$ cat src/rtl/skel_pkg.sv
// Shared definitions for the image stream loader: FSM states and default timing.
package skel_pkg;

  typedef enum logic [1:0] {
    IDLE   = 2'd0,
    STREAM = 2'd1,
    RUN    = 2'd2,
    DONE   = 2'd3
  } state_t;

  localparam int DEFAULT_PACE       = 2;
  localparam int DEFAULT_RUN_CYCLES = 640;
  localparam int FRAME_COUNT_W      = 16;

endpackage

$ cat src/rtl/pace_counter.sv
// Modulo-PACE tick generator: tick is high on the last clock of each PACE window.
module pace_counter #(
  parameter int PACE = 2,
  parameter int W    = 8
) (
  input  logic clk,
  input  logic rst_n,
  input  logic clear,
  input  logic enable,
  output logic tick
);

  logic [W-1:0] count_reg;

  assign tick = enable && (count_reg == W'(PACE - 1));

  always_ff @(posedge clk or negedge rst_n) begin
    if (!rst_n) begin
      count_reg <= '0;
    end else if (clear) begin
      count_reg <= '0;
    end else if (enable) begin
      count_reg <= tick ? '0 : count_reg + 1'b1;
    end
  end

endmodule

$ cat src/rtl/image_stream_loader.sv
// Frame buffer loaded by a host, streamed pixel by pixel to a downstream engine,
// followed by a fixed processing interval and a completion pulse.
module image_stream_loader
  import skel_pkg::*;
#(
  parameter int N          = 8,
  parameter int pixelWidth = 8,
  parameter int bitSize    = $clog2(N * N),
  parameter int PACE       = DEFAULT_PACE,
  parameter int RUN_CYCLES = DEFAULT_RUN_CYCLES
) (
  input  logic                     clk,
  input  logic                     rst_n,
  input  logic                     host_we,
  input  logic [bitSize-1:0]       host_addr,
  input  logic [pixelWidth-1:0]    host_data,
  input  logic                     start,
  input  logic                     repeat_mode,
  input  logic                     abort,
  output logic                     we,
  output logic [pixelWidth-1:0]    data_out,
  output logic                     busy,
  output logic                     done,
  output logic [FRAME_COUNT_W-1:0] frame_count
);

  localparam int PIXELS = N * N;
  localparam int RUN_W  = 16;

  state_t                   state_reg, state_next;
  logic [bitSize-1:0]       pix_reg;
  logic [RUN_W-1:0]         run_reg;
  logic [pixelWidth-1:0]    data_reg;
  logic [FRAME_COUNT_W-1:0] frame_count_reg;
  logic [pixelWidth-1:0]    mem [PIXELS];

  logic                     tick;
  logic                     load;
  logic                     pix_inc;
  logic                     frame_done;
  logic                     wr_en;
  logic [bitSize-1:0]       rd_addr;
  logic [pixelWidth-1:0]    rd_word;

  pace_counter #(
    .PACE (PACE),
    .W    (8)
  ) u_pace (
    .clk    (clk),
    .rst_n  (rst_n),
    .clear  (state_reg != STREAM),
    .enable (state_reg == STREAM),
    .tick   (tick)
  );

  always_ff @(posedge clk or negedge rst_n) begin
    if (!rst_n) state_reg <= IDLE;
    else        state_reg <= state_next;
  end

  // load fetches the pixel that becomes visible on data_out next clock
  always_comb begin
    state_next = state_reg;
    load       = 1'b0;
    pix_inc    = 1'b0;
    frame_done = 1'b0;
    rd_addr    = '0;
    case (state_reg)
      IDLE: begin
        if (start) begin
          state_next = STREAM;
          load       = 1'b1;
        end
      end
      STREAM: begin
        if (abort) begin
          state_next = IDLE;
        end else if (tick) begin
          if (pix_reg == bitSize'(PIXELS - 1)) begin
            state_next = RUN;
          end else begin
            load    = 1'b1;
            pix_inc = 1'b1;
            rd_addr = pix_reg + 1'b1;
          end
        end
      end
      RUN: begin
        if (abort) begin
          state_next = IDLE;
        end else if (run_reg == RUN_W'(RUN_CYCLES - 1)) begin
          state_next = DONE;
          frame_done = 1'b1;
        end
      end
      DONE: begin
        if (abort) begin
          state_next = IDLE;
        end else if (repeat_mode) begin
          state_next = STREAM;
          load       = 1'b1;
        end else begin
          state_next = IDLE;
        end
      end
      default: state_next = IDLE;
    endcase
  end

  assign wr_en = host_we && (state_reg == IDLE);

  always_ff @(posedge clk) begin
    if (wr_en) mem[host_addr] <= host_data;
  end

  // A host write in the launch cycle must already be part of the frame.
  assign rd_word = (wr_en && (host_addr == rd_addr)) ? host_data : mem[rd_addr];

  always_ff @(posedge clk or negedge rst_n) begin
    if (!rst_n) begin
      data_reg        <= '0;
      pix_reg         <= '0;
      run_reg         <= '0;
      frame_count_reg <= '0;
    end else begin
      if (load) data_reg <= rd_word;

      if (state_reg != STREAM) pix_reg <= '0;
      else if (pix_inc)        pix_reg <= pix_reg + 1'b1;

      if (state_reg == RUN && state_next == RUN) run_reg <= run_reg + 1'b1;
      else                                       run_reg <= '0;

      if (frame_done) frame_count_reg <= frame_count_reg + 1'b1;
    end
  end

  assign we          = (state_reg == STREAM);
  assign busy        = (state_reg != IDLE);
  assign done        = (state_reg == DONE);
  assign data_out    = data_reg;
  assign frame_count = frame_count_reg;

endmodule
$ cat config.mk
export PLATFORM = sky130hd
export DESIGN_NAME = image_stream_loader
export DESIGN_NICKNAME = d
export VERILOG_FILES = /design/src/rtl/skel_pkg.sv /design/src/rtl/pace_counter.sv /design/src/rtl/image_stream_loader.sv
export SDC_FILE = /design/constraint.sdc
export NUM_CORES = 1
export LEC_CHECK = 0
export BUFFER_PORTS_ARGS = -buffer_cell sky130_fd_sc_hd__buf_2
export CAP_MARGIN = 20
export CORE_AREA = 3 3 274 249
export CTS_BUF_LIST = sky130_fd_sc_hd__clkbuf_8
export DETAILED_ROUTE_END_ITERATION = 10
export DIE_AREA = 0 0 277 252
export PLACE_DENSITY_LB_ADDON = 0.3
export SYNTH_ARGS = -nofsm -noshare
export SYNTH_HDL_FRONTEND = slang
export SYNTH_SLANG_ARGS = --single-unit
export TNS_END_PERCENT = 30
$ cat constraint.sdc
create_clock -name clk -period 2.7 [get_ports clk]
set_input_delay 0.27 -clock clk [delete_from_list [all_inputs] [get_ports clk]]
set_output_delay 0.27 -clock clk [all_outputs]
set_load 0.05 [all_outputs]
Word level (Yosys, flattened, before mapping)
Memory sizes are Yosys's and may differ from the RTL's. A register that Yosys moved wholly into a read port is not among the register bits.
Cells that the tools add are included.
{"block": "totals", "memories": 1, "mem_bits_ro": 0, "regBits": 48, "ram_bits": 512, "elab_cells": 58, "latchBits": 0, "input_bits": 20}
{"block": "classes", "bitwise_logic": 0, "n_shift": 0, "n_div": 0, "n_addsub": 4, "order_cmp": 0, "muxes": 32, "eq_ne": 8, "reduce_logical": 8, "n_mul": 0}
{"name": "mem", "depth": 64, "width": 8, "read_ports": 1, "rd_ports_with_merged_regs": 1, "write_ports": 1, "line_no": "image_stream_loader.sv:35", "rtl": "logic [pixelWidth-1:0] mem [PIXELS];"}
{"op": "two-way mux 6 bit", "count": 6}
{"op": "adder 16 x 1 -> 16 bit (second input constant)", "count": 2}
{"op": "two-way mux 8 bit", "count": 3}
{"op": "equality test 16 x 10 -> 1 bit (second input constant)", "count": 1}
{"op": "two-way mux 16 bit", "count": 1}
{"op": "two-way mux 1 bit", "count": 14}
{"op": "two-way mux 2 bit", "count": 6}
{"op": "adder 8 x 1 -> 8 bit (second input constant)", "count": 1}
{"op": "equality test 8 x 1 -> 1 bit (second input constant)", "count": 1}
{"op": "case mux 2 bit (4 select lines)", "count": 1}
{"op": "adder 6 x 1 -> 6 bit (second input constant)", "count": 1}
{"op": "equality test 2 bit (second input constant)", "count": 3}
{"op": "equality test 6 bit (second input constant)", "count": 1}
{"op": "nonzero test 2 bit", "count": 3}
{"op": "logical AND 1 bit", "count": 3}
{"op": "case mux 1 bit (3 select lines)", "count": 1}
{"op": "equality test 2 x 1 -> 1 bit (second input constant)", "count": 1}
{"op": "zero test 2 bit", "count": 1}
{"op": "!= test 2 x 1 -> 1 bit (second input constant)", "count": 1}
{"op": "zero test 1 bit", "count": 1}

Logic depth before layout (Yosys ltp)
{"block": "logic_depth", "ltp_word": 8, "mapped_depth": 14, "mapped_depth_nobuf": 10}

Modules after synthesis
From an unflattened synthesis, not the netlist that was laid out.
{"block": "hier_totals", "cells_unflattened": 1592, "hier_area_um2": 23648.9}
{"mod": "image_stream_loader", "seq_area_each_um2": 16575.9, "cells_each": 1549, "area_per_inst_um2": 23184.7, "n_inst": 1}
{"mod": "pace_counter", "seq_area_each_um2": 200.2, "cells_each": 43, "area_per_inst_um2": 464.2, "n_inst": 1}

Least setup slack after synthesis
No wires, ideal clock.
{"block": "synth_path", "path_type": "flip-flop to flip-flop", "start": "register pix_reg[0]", "end": "register data_reg[1] (netlist: data_out[1]), read port of mem", "path_slack_ns": 0.008, "period_less_slack_ns": 2.692, "setup_ns": 0.071, "t_arrival_ns": 2.621, "t_required_ns": 2.629, "stages_incl_launch_ff": 13, "cell_sequence": "dfrtp_1 > ha_1 > clkbuf_1 > nand2_1 > clkbuf_1 > or3_1 > clkbuf_1 > clkbuf_1 > o22ai_1 > a211o_1 > a32oi_1 > nand4_1 > nand4_1"}
{"block": "synth_between", "elab_chain_cells": 5, "elab_cells_between_ends": 10, "cone_classes": "add/sub: 1; eq/ne: 1; mux: 8"}
{"element": "start, declared", "line_no": "image_stream_loader.sv:31", "rtl": "logic [bitSize-1:0] pix_reg;"}
{"element": "start signal, assigned", "line_no": "image_stream_loader.sv:129", "rtl": "else if (pix_inc) pix_reg <= pix_reg + 1'b1;"}
{"element": "adder 6 x 1 -> 6 bit or equality test 6 bit (tied branches)", "line_no": "image_stream_loader.sv:84, image_stream_loader.sv:79"}
{"element": "two-way mux 6 bit or two-way mux 1 bit (tied branches)", "line_no": "image_stream_loader.sv:79", "rtl": "if (pix_reg == bitSize'(PIXELS - 1)) begin"}
{"element": "two-way mux 6 bit or two-way mux 1 bit (tied branches)", "line_no": "image_stream_loader.sv:78", "rtl": "end else if (tick) begin"}
{"element": "two-way mux 6 bit or two-way mux 1 bit (tied branches)", "line_no": "image_stream_loader.sv:76", "rtl": "if (abort) begin"}
{"element": "two-way mux 6 bit or case mux 1 bit (3 select lines) (tied branches)", "line_no": "image_stream_loader.sv:68", "rtl": "case (state_reg)"}
{"element": "end, declared", "line_no": "image_stream_loader.sv:33", "rtl": "logic [pixelWidth-1:0] data_reg;"}
Parallel ways exist; a longest one is shown, timed or not.
A chain may end at the register's enable or synchronous reset.

Worst setup path in the final report
{"block": "layout_path", "start": "register u_pace.count_reg[1]", "end": "register data_reg[6] (netlist: data_out[6]), read port of mem"}
{"block": "layout_between", "elab_chain_cells": 5, "elab_cells_between_ends": 8, "cone_classes": "eq/ne: 1; mux: 6; reduce/logical: 1"}
{"element": "start, declared", "line_no": "pace_counter.sv:13", "rtl": "logic [W-1:0] count_reg;"}
{"element": "start signal, assigned", "line_no": "pace_counter.sv:23", "rtl": "count_reg <= tick ? '0 : count_reg + 1'b1;"}
{"element": "equality test 8 x 1 -> 1 bit (*)", "line_no": "pace_counter.sv:15", "rtl": "assign tick = enable && (count_reg == W'(PACE - 1));"}
{"element": "logical AND 1 bit (*)", "line_no": "pace_counter.sv:15"}
{"element": "two-way mux 1 bit or two-way mux 6 bit (tied branches)", "line_no": "image_stream_loader.sv:78"}
{"element": "two-way mux 1 bit or two-way mux 6 bit (tied branches)", "line_no": "image_stream_loader.sv:76"}
{"element": "case mux 1 bit (3 select lines) or two-way mux 6 bit (tied branches)", "line_no": "image_stream_loader.sv:68"}
Mark *: on every way between the ends. The rest lies on a longest branch, timed or not.

==> metrics.md <==
| Metric | Value |
|---|---|
| Run status | complete, but fails checks |
| Failing checks | setup timing |
| Count of state elements after synthesis | 568 |
| Post-Syn Instances | 1544 |
| Delay-heaviest family, CP | simple AND/OR/NAND/NOR gates |
| Core Region | 65480 um^2 |
| Post-detailed-route DRC marker count | 0 |
| Routed len/inst | 23.77 um |
| Maximum fanout encountered on the critical timing path | 7 |
| EDFF count, synth | 512 |
| Xor/xnor share of the synthesized area | 0.01535 |
| Worst EP required | 3.25 ns |
| Nature of the critical path startpoint | flop |
| I/O pin count | 47 |
| Sequential cell area fraction in the yosys report | 0.7348 |
| Global-route wire length before repair | 98070 um |
| Count of unique library cells instantiated by Yosys | 71 |
| Crit share post-route | 1.043 |
| Avg Cell Area, Syn | 14.79 um^2 |
| Antenna violations before repair | 1 |
| Switch Pwr | 4.644 mW |
| Path type of the worst setup path | flop to flop |
| Bufs on Longest Clock Path | 3 |
| Slew Limit Headroom | 0.3092 |
| Net count after synthesis | 1569 |
| Depth of the worst register-to-register path | 13 |
| Worst flop-to-flop path endpoint | data_out[6] |
| Via count of the first global-routing pass | 15144 |
| Internal power | 14.02 mW |
| Final hold violation count | 0 |
| Sequential cell fraction of total power | 0.523 |
| Number of vias in the routed layout | 15149 |
| Count of maximum capacitance violations | 0 |
| Worst hold path depth | 3 |
| Latest clock arrival within the worst-skew pair | 0.69 ns |
| Most common flop cell mapped by yosys | sky130_fd_sc_hd__edfxtp_1 |
| Maximum vdd ir drop | 396.2 uV |
| Power Density | 659.8 nW/um^2 |
| Hold slack | 0.08428 ns |
| Worst-case hold path end point | state_reg[0] |
| Number of iterations in the first detailed-routing pass | 5 |
| Synthesized-area fraction occupied by ao, oa, aoi and oai cells | 0.1321 |
| Quantity of I/O buffers inserted on ports | 46 |
| Most frequent cell on the critical path | sky130_fd_sc_hd__buf_6 |
| Slew of the pin with the lowest slew margin | 1.036 ns |
| Area share of fa/ha/maj cells after synthesis | 0.002740 |
| Setup slack of the worst register-to-register path | -0.11 ns |
| Congestion Overflow GR | 0 |
| Combinational share of power | 0.099 |
| Worst setup margin | -0.1148 ns |
| Routability congestion estimate from global placement | 0.8459 |
| Die Y-Extent | 252 um |
| CTS tree | built |
| Total number of nets in the final design | 1856 |
| Worst-path clk slew | 0.06 ns |
| Simple logic cell fraction of the synthesized area | 0.07815 |
| Relative contribution of the clock network to total power | 0.378 |
| P&R area growth vs syn | 23.90% |
| Cell area after synthesis | 22830 um^2 |
| Count of nets left with antenna violations after detail routing | 0 |
| Number of cell rows | 89 |
| Highest clock frequency the design can meet | 355.3 MHz |
| Via density per instance | 5.473 |
| Maximum level of the CTS H-tree | 3 |
| Worst min path class | input pin to flop |
| Starting utilization of the core area | 0.3487 |
| CP arrival | 3.37 ns |
| Yosys warning total | 0 |
| Worst Path Buf+Inv | 5 |
| Pin count of the biggest net entering global routing | 78 |
| Final wirelength | 65790 um |
| Cells along the critical path | inv_2, ha_4, nor4b_4, nand2_2, buf_6, or3_4, buf_12, buf_16, o221ai_4, a21oi_4, o32ai_4, buf_6, o211ai_2 |
| Reg2reg start | u_pace.count_reg[1] |
| Type of destination of the critical path | flop |
| Static Leakage | 10.13 nW |
| Post-Route Skew | 0.03497 ns |
| Switching power share of the total | 0.2489 |
| DIE AREA | 69800 um^2 |
| Fraction of final layout cells sized beyond drive strength 1 | 0.2666 |
| Unrepaired setup endpoints after global routing | true |
| Overall die width | 277 um |
| Share of flip-flops with an asynchronous set or reset | 0.09859 |
| Tmin final | 2.815 ns |
| Maximum single-stage delay on the critical path | 0.42 ns |
| Number of clock sinks | 568 |
| Startpoint of the tightest hold check path | start |
| Master of the slowest instance on the critical path | sky130_fd_sc_hd__or3_4 |
| Final Setup Violations | 8 |
| Gr usage total | 0.1864 |
| Sum of net half-perimeters after detailed placement | 40850 um |
| Largest family of logic cells by synthesized area | compound AO/OA/AOI/OAI gates |
| Count of pins over their slew limit | 0 |
| Clock root cell | sky130_fd_sc_hd__clkbuf_8 |
| Initial drt markers | 1547 |
| Pwr Total | 18.66 mW |
| Number of flip-flops under the largest register name | 512 |
| Share of cell area taken by muxes after synthesis | 0.01628 |
| Fill count | 5857 |
| Number of buffers created by CTS | 92 |
## worst register-to-register path, delay by kind of cell, from the launching register on
family	cells	cell delay (ns)
flip-flops	1	0.39
AND/OR/NAND/NOR	3	0.78
AO/OA/AOI/OAI	4	0.73
adder cells (fa/ha/maj)	1	0.12
buffers and inverters	5	0.71
## cells in the final DEF, fill, tap and decap left out, types with 5 or more instances in the layout
cell and instances:
sky130_fd_sc_hd__buf_6 9, sky130_fd_sc_hd__nand2_1 72, sky130_fd_sc_hd__o221ai_1 47, sky130_fd_sc_hd__and3_1 21, sky130_fd_sc_hd__edfxtp_1 512, sky130_fd_sc_hd__nor2_1 130, sky130_fd_sc_hd__o21bai_1 8, sky130_fd_sc_hd__o21a_1 13
sky130_fd_sc_hd__a211o_1 6, sky130_fd_sc_hd__o21ai_0 11, sky130_fd_sc_hd__o22ai_2 5, sky130_fd_sc_hd__clkinv_1 19, sky130_fd_sc_hd__mux2i_1 34, sky130_fd_sc_hd__buf_12 28, sky130_fd_sc_hd__clkinv_2 7, sky130_fd_sc_hd__o2bb2ai_1 22
sky130_fd_sc_hd__or3_1 19, sky130_fd_sc_hd__nand3_1 31, sky130_fd_sc_hd__dfrtp_1 56, sky130_fd_sc_hd__inv_1 36, sky130_fd_sc_hd__o22ai_1 47, sky130_fd_sc_hd__o211ai_1 20, sky130_fd_sc_hd__xor2_1 20, sky130_fd_sc_hd__or3_4 8
sky130_fd_sc_hd__o221ai_2 12, sky130_fd_sc_hd__a21oi_2 10, sky130_fd_sc_hd__a21oi_1 122, sky130_fd_sc_hd__o221a_2 9, sky130_fd_sc_hd__xnor2_1 19, sky130_fd_sc_hd__buf_4 202, sky130_fd_sc_hd__clkbuf_8 96, sky130_fd_sc_hd__nand4_1 10
sky130_fd_sc_hd__nor3_1 30, sky130_fd_sc_hd__a2bb2oi_1 43, sky130_fd_sc_hd__buf_2 46
## power by group through the flow
stage / sequential [mW] / clock, mW / combinational (mW)
floorplan: 10.0 / 0 / 0.819
finish: 9.76 / 7.06 / 1.85
CTS: 9.74 / 7.21 / 1.81
global placement: 9.92 / 0 / 1.72
detailed placement: 9.92 / 0 / 1.73
global route: 9.75 / 7.61 / 1.98
## metrics by stage
stage | util | TNS, ns | area [um^2] | instances | setup slack, ns
after floorplan | - | 0 | 22830 | 1544 | 0.007790
after global placement | 0.3927 | -2.261 | 25710 | 2575 | -0.5312
after detailed placement | 0.3927 | -2.288 | 25710 | 2575 | -0.5196
after CTS | 0.4292 | -0.5105 | 28100 | 2759 | -0.1006
after global routing | 0.4319 | -1.483 | 28280 | 2766 | -0.2379
final | 0.4320 | -0.3993 | 28290 | 2768 | -0.1148
## Yosys cell counts (all sizes together) (14+ instances only)
cell type	count	area [um^2]
a21oi	133	669.4
a2bb2oi	43	376.6
and3	21	131.4
buf	33	195.2
clkbuf	68	255.2
dfrtp	56	1401
edfxtp	512	15370
mux2i	36	360.4
nand2	74	280.3
nand3	37	190.2
nor2	132	495.5
nor3	36	195.2
o211ai	24	200.2
o21a	14	105.1
o21ai	15	75.07
o221ai	61	534.3
o22ai	52	325.3
o2bb2ai	22	192.7
or3	28	175.2
xnor2	20	175.2
xor2	20	175.2
## routing by layer
metal  GRT usage  up-vias  wire, um
met1      0.2728     7650     29450
li1            -     6715         -
met5           0        -         0
met3     0.04580      117      5980
met4     0.05552        0      1641
met2      0.2750      667     28720
## kinds of logic (layout without fill, tap and decap cells)
group | after synthesis | after routing
flip-flops | 568 | 568
AO/OA/AOI/OAI | 421 | 421
AND/OR/NAND/NOR | 367 | 367
buffers and inverters | 106 | 464
XOR/XNOR | 40 | 40
multiplexers | 37 | 37
adder cells (fa/ha/maj) | 5 | 5
other | 0 | 2
## what timing repair did
item / CTS / global route
hold buffers: 2 / 0
resized for setup: 74 / 18
setup endpoints to repair: 8 / 8
pin swaps: 34 / 14
endpoints found under the hold margin: 25 / 0
setup buffers: 12 / 10
cloned: 6 / 1
## how the worst max path moves through the flow
stage	from	to	slack [ns]	cells past startpoint
floorplan	pix_reg[0]	data_out[1]	0.008	12
global placement	u_pace.count_reg[1]	data_out[6]	-0.53	13
detailed placement	u_pace.count_reg[1]	data_out[6]	-0.52	13
CTS	u_pace.count_reg[1]	data_out[6]	-0.10	13
global route	u_pace.count_reg[1]	data_out[1]	-0.24	15
finish	u_pace.count_reg[1]	data_out[6]	-0.11	13
## area by class of cell
cell class	count	area [um^2]	share of cell area
sequential	568	16780	0.5931
multi-input combinational	870	6050	0.2139
timing repair buffer	294	2634	0.09311
clock buffer	96	1321	0.04671
tap	864	1081	0.03822
clock inverter	69	400.4	0.01415
inverter	5	18.77	0.0006635
antenna	2	5.005	0.0001769
(Power assumes the default switching activity.)
